==> config.mk <==
export PLATFORM = sky130hd
export DESIGN_NAME = div_issue_ctrl
export DESIGN_NICKNAME = d
export VERILOG_FILES = /design/src/rtl/div_issue_ctrl.sv
export SDC_FILE = /design/constraint.sdc
export NUM_CORES = 1
export LEC_CHECK = 0
export CAP_MARGIN = 10
export CORE_ASPECT_RATIO = 0.7
export CORE_UTILIZATION = 48
export DETAILED_ROUTE_END_ITERATION = 7
export GPL_ROUTABILITY_DRIVEN = 0
export PLACE_DENSITY_LB_ADDON = 0.08
export SLEW_MARGIN = 20
export SYNTH_ARGS = -nofsm -noshare
export SYNTH_HDL_FRONTEND = slang
export SYNTH_SLANG_ARGS = --single-unit
==> constraint.sdc <==
create_clock -name clk1 -period 2.4 [get_ports clk1]
set_input_delay 0.48 -clock clk1 [delete_from_list [all_inputs] [get_ports clk1]]
set_output_delay 0.48 -clock clk1 [all_outputs]
set_load 0.01 [all_outputs]
==> src/rtl/div_issue_ctrl.sv <==
// div_issue_ctrl: operand FIFO and single-issue front-end for the 8-bit restoring divider (optional watchdog: DIV_WDOG_EN)
module div_issue_ctrl #(
    parameter int DEPTH   = 4,
    parameter int TAG_W   = 4,
    parameter int TIMEOUT = 32
) (
    input  logic                     clk1,
    input  logic                     rst,
    input  logic                     s_valid,
    output logic                     s_ready,
    input  logic [7:0]               s_a,
    input  logic [7:0]               s_b,
    input  logic [TAG_W-1:0]         s_tag,
    output logic [7:0]               div_a,
    output logic [7:0]               div_b,
    output logic                     div_in_valid,
    input  logic                     div_out_valid,
    input  logic [7:0]               div_quotient,
    input  logic [7:0]               div_remainder,
    output logic                     m_valid,
    input  logic                     m_ready,
    output logic [7:0]               m_quotient,
    output logic [7:0]               m_remainder,
    output logic [TAG_W-1:0]         m_tag,
    output logic                     m_div0,
    output logic                     m_timeout,
    output logic [$clog2(DEPTH):0]   level
);
    localparam int AW = $clog2(DEPTH);
    typedef enum logic [1:0] {IDLE, ISSUE, WAIT, HOLD} state_t;
    state_t state, state_nxt;
    logic [7:0]       fifo_a   [DEPTH];
    logic [7:0]       fifo_b   [DEPTH];
    logic [TAG_W-1:0] fifo_tag [DEPTH];
    logic [AW-1:0]    wr_ptr, rd_ptr;
    logic [TAG_W-1:0] cur_tag;
    logic push, pop, full, empty, head_zero, timeout_hit;
    logic load_div0, issue, load_res, load_to, release_res;

    assign full      = level == (AW+1)'(DEPTH);
    assign empty     = level == '0;
    assign s_ready   = !full;
    assign push      = s_valid && !full;
    assign head_zero = fifo_b[rd_ptr] == 8'd0;

    // Operand storage; pointers wrap naturally because DEPTH is a power of two
    always_ff @(posedge clk1) begin
        if (push) begin
            fifo_a[wr_ptr]   <= s_a;
            fifo_b[wr_ptr]   <= s_b;
            fifo_tag[wr_ptr] <= s_tag;
        end
    end

    // FIFO pointers and occupancy
    always_ff @(posedge clk1) begin
        if (rst) begin
            wr_ptr <= '0;
            rd_ptr <= '0;
            level  <= '0;
        end else begin
            wr_ptr <= push ? wr_ptr + 1'b1 : wr_ptr;
            rd_ptr <= pop ? rd_ptr + 1'b1 : rd_ptr;
            level  <= level + (AW+1)'(push) - (AW+1)'(pop);
        end
    end

`ifdef DIV_WDOG_EN
    localparam int CW = $clog2(TIMEOUT + 1);
    logic [CW-1:0] wd_cnt;
    // Watchdog counts WAIT cycles; the increment that reaches TIMEOUT forces a timeout result
    always_ff @(posedge clk1) begin
        if (rst)
            wd_cnt <= '0;
        else
            wd_cnt <= state == ISSUE ? '0 : state == WAIT ? wd_cnt + 1'b1 : wd_cnt;
    end
    assign timeout_hit = state == WAIT && wd_cnt == CW'(TIMEOUT - 1);
    // Timeout flag travels with the result it describes
    always_ff @(posedge clk1) begin
        if (rst)
            m_timeout <= 1'b0;
        else
            m_timeout <= load_to ? 1'b1 : (load_res || load_div0) ? 1'b0 : m_timeout;
    end
`else
    assign timeout_hit = TIMEOUT < 0;
    assign m_timeout   = 1'b0;
`endif

    // State register
    always_ff @(posedge clk1) begin
        if (rst)
            state <= IDLE;
        else
            state <= state_nxt;
    end

    // Next-state logic; a real divider result takes priority over a simultaneous timeout
    always_comb begin
        state_nxt = state;
        unique case (state)
            IDLE:  state_nxt = empty ? IDLE : head_zero ? HOLD : ISSUE;
            ISSUE: state_nxt = WAIT;
            WAIT:  state_nxt = (div_out_valid || timeout_hit) ? HOLD : WAIT;
            HOLD:  state_nxt = m_ready ? IDLE : HOLD;
        endcase
    end

    // Per-state control strobes
    always_comb begin
        pop         = state == IDLE && !empty;
        load_div0   = pop && head_zero;
        issue       = pop && !head_zero;
        load_res    = state == WAIT && div_out_valid;
        load_to     = state == WAIT && !div_out_valid && timeout_hit;
        release_res = state == HOLD && m_ready;
    end

    // Divider operands and result holding registers
    always_ff @(posedge clk1) begin
        if (rst) begin
            div_a        <= '0;
            div_b        <= '0;
            div_in_valid <= 1'b0;
            cur_tag      <= '0;
            m_valid      <= 1'b0;
            m_quotient   <= '0;
            m_remainder  <= '0;
            m_tag        <= '0;
            m_div0       <= 1'b0;
        end else begin
            div_in_valid <= issue;
            if (issue) begin
                div_a   <= fifo_a[rd_ptr];
                div_b   <= fifo_b[rd_ptr];
                cur_tag <= fifo_tag[rd_ptr];
            end
            if (load_div0) begin
                m_quotient  <= 8'hFF;
                m_remainder <= fifo_a[rd_ptr];
                m_tag       <= fifo_tag[rd_ptr];
                m_div0      <= 1'b1;
                m_valid     <= 1'b1;
            end
            if (load_res || load_to) begin
                m_quotient  <= load_res ? div_quotient : 8'd0;
                m_remainder <= load_res ? div_remainder : 8'd0;
                m_tag       <= cur_tag;
                m_div0      <= 1'b0;
                m_valid     <= 1'b1;
            end
            if (release_res)
                m_valid <= 1'b0;
        end
    end
endmodule

==> results.py <==
metrics = {
    "critical_path": {
        "cp_data_required_time_ns": 2.71,
        "startpoint_type": "flop",
        "rr_endpoint": "m_quotient[7]",
        "cp.arrival_ns": 2.57,
        "path_cells": "buf_12, mux4_2, nor4_4, nand3_1, buf_4, a211oi_1",
        "crit_type": "reg2reg",
        "cp_slowest_cell": "mux4_2",
        "critPathMaxStageDelay_ns": 0.57,
        "crit_path_end_kind": "flop",
        "regToRegSetupSlack_ns": 0.14,
        "cp_max_fo": 16,
        "reg2regPathDepth": 6,
    },
    "power": {
        "clkPwrFrac_pct": 31.5,
        "seqPwrFrac_pct": 37.2,
        "peakVddDrop_mv": 0.805,
        "combPwrFrac_pct": 31.3,
        "p_switching_mw": 2.50,
        "p_sw_share_pct": 29.5,
        "p_int_mw": 5.96,
        "p_leak_nw": 2.53,
        "powerDensity_mw_per_mm2": 1170,
    },
    "layout": {
        "drive_gt1_share_pct": 20.3,
        "design_area_sq_mm": 0.00725,
        "utilization_pct": 65.3,
        "areaGrowthSynthToFinish_pct": 32.0,
        "num_antenna_cells": 0,
        "nets": 538,
        "instances_no_fill": 656,
    },
    "global_route": {
        "gr-usage-met3_pct": 5.13,
        "busiest_layer": "met2",
        "track_usage_pct": 20.7,
        "grt_overflow": 0,
        "use_met1_pct": 28.8,
        "grt_antenna_before_repair": 0,
        "grt_max_degree": 35,
        "grt_pass1_vias": 3459,
        "grt_pass1_wl_um": 18000,
        "grtUsageMet2_pct": 31.2,
    },
    "route": {
        "route.detailed.drc": 0,
        "drtIter0Drc": 296,
        "first_pass_iters": 4,
        "viasPerCell": 5.34,
        "dr_total_vias": 3500,
        "drt-total-wl_um": 11300,
        "antenna_left": 0,
        "wire_per_inst_um": 17.2,
    },
    "clock_network": {
        "root_buffer": "clkbuf_16",
        "path_clk_slew_ns": 0.06,
        "cts_buffers": 17,
        "cts_buffer_depth": 2,
        "cts_hold_buffers": 0,
        "htreeDepth": 4,
        "post_cts_buffers": 0,
        "insertion_delay_ns": 0.41,
        "cts_tree": "built",
        "cts_sinks": 134,
    },
    "placement": {
        "dp_hpwl_um": 7520,
        "place_ws_ns": -0.108,
        "dp.cells": 624,
        "io_buffers": 83,
        "placed_area_sq_mm": 0.00663,
    },
    "sta": {
        "finalSetupTns_ns": 0,
        "min_period_over_period_pct": 94.3,
        "skew_ns": 0.0114,
        "fin_ws_ns": 0.137,
        "hold_viol_final": 0,
        "slew_violations": 0,
        "setup_viol": 0,
        "fin_crit_ns": 2.26,
        "rsz0062_at_grt": "false",
        "fmax_mhz": 442,
        "maxSlewHeadroom_pct": 60.5,
        "worst_slew_pin_slew_ns": 0.592,
    },
    "synthesis": {
        "ys_types": 40,
        "syn_area_sq_mm": 0.00549,
        "yosysTopAreaCell": "edfxtp_1",
        "async_flop_share_pct": 0,
        "synth_edf_count": 80,
        "synth.area.top_cells": "edfxtp_1 (44%), dfxtp_1 (20%), mux4_2 (8.2%)",
        "synth-seq-cells": 134,
        "synth_top_flop_cell": "edfxtp_1",
        "postSynthCellCount": 386,
        "yosysSeqAreaShare_pct": 63.4,
        "yosysTopAreaCellShare_pct": 43.8,
        "avgSynthCellArea_sq_um": 14.2,
        "post-synth-top-count-cell": "edfxtp_1",
        "synth-warning-count": 0,
        "synth.net_count": 434,
        "yosys-top-cells-count": "edfxtp_1 (80), dfxtp_1 (54), nand2b_1 (33), nor2_1 (26), clkbuf_1 (21)",
    },
    "worst_hold_path": {
        "hp-class": "reg2reg",
        "worstHoldPathCells": 2,
        "min_to": "m_div0",
        "hold_path.startpoint": "m_div0",
    },
    "floorplanning": {
        "row_count": 32,
        "ios": 85,
        "start_util_pct": 49.5,
        "die-area_sq_mm": 0.0119,
        "die_h_um": 91.5,
        "core_sq_mm": 0.0111,
        "die-width_um": 130,
    },
    "run": {
        "cap_violations": 0,
    },
    "outcome": {
        "status": "finished, final reports clean",
    },
}
metal layers:
metal	vias to the layer above	part of all wire, %
met3	5	5.6
met2	98	47
met5	-	0
li1	1671	-
met1	1726	47
met4	0	0.67
worst max-delay path by stage:
stage          slack, ns            end  depth (start not counted)
6_report            0.14  m_quotient[7]                          6
5_1_grt            0.001  m_quotient[0]                          7
4_1_cts             0.12  m_quotient[7]                          6
3_5_place_dp       -0.11       level[2]                         11
3_3_place_gp       -0.06       level[2]                         11
2_1_floorplan      0.005       level[2]                         11
metrics by stage:
stage	power, mW	hold slack (ns)
global route	8.91	0.498
floorplan	4.73	0.463
finish	8.46	0.463
CTS	8.53	0.463
global placement	5.77	0.450
detailed placement	5.83	0.454
layout make-up:
cell class	instances	area (sq um)
repair buffers	113	1080
flip-flops and latches	134	3480
inverters	6	22.5
clock inverters	13	170
clock buffers	19	443
well taps	153	191
multi-input cells	218	1860
fillers	819	3840
critical path: cells and delay by family, from the launching register on:
kind,cells,cell delay [ns]
AOI/OAI and AO/OA,1,0.22
buffers and inverters,2,0.39
DFF,1,0.35
muxes,1,0.57
and+or+nand+nor,2,0.61
cells in the final DEF (no fill, tap or decap), drive strengths merged, types with 2 or more instances in the layout:
cell type,Yosys,routed
clkdlybuf4s50,0,82
edfxtp,80,80
dfxtp,54,54
nand2b,33,33
buf,7,31
nor2,26,26
mux4,20,20
clkbuf,21,19
nand2,15,15
a22oi,12,12
mux2,12,12
nand4,12,12
o221ai,12,12
mux2i,12,12
nand3b,10,10
inv,6,10
o21ai,8,8
a211oi,8,8
ha,6,6
and3,4,4
xnor2,4,4
a21oi,4,4
clkinvlp,0,3
bufinv,0,3
clkinv,0,3
nor3,2,2
and2,2,2
nor4,2,2
nand3,2,2
a21boi,2,2
flip-flops by register name (all words and copies together) (netlist names), 3 cells and up, named ones only:
register and flops:
m_tag 4, m_quotient 8, div_a 8, cur_tag 4, fifo_tag 16, fifo_b 32, level 3, div_b 8
fifo_a 32, m_remainder 8
power by group through the flow:
stage	clock network, mW	logic (mW)	registers (mW)
detailed placement	0	2.64	3.19
CTS	2.72	2.67	3.15
global route	2.83	2.88	3.20
finish	2.67	2.65	3.15
floorplan	0	1.47	3.26
global placement	0	2.61	3.17
repair_timing:
action | in CTS | in global routing
resized for setup | 0 | 3
endpoints found under the hold margin | 0 | 0
setup endpoints to repair | 0 | 1
cell families (layout without fill, tap and decap cells):
family | Yosys count | after routing | synth area share, %
fa+ha+maj | 7 | 7 | 1.73
simple gates | 113 | 113 | 11.8
flops | 134 | 134 | 63.4
compound gates | 48 | 48 | 6.50
mux | 44 | 44 | 12.9
xor+xnor | 5 | 5 | 0.798
buf+inv | 34 | 151 | 2.80
other cells | 1 | 1 | 0.0683
Power figures use the tool's default switching activity.
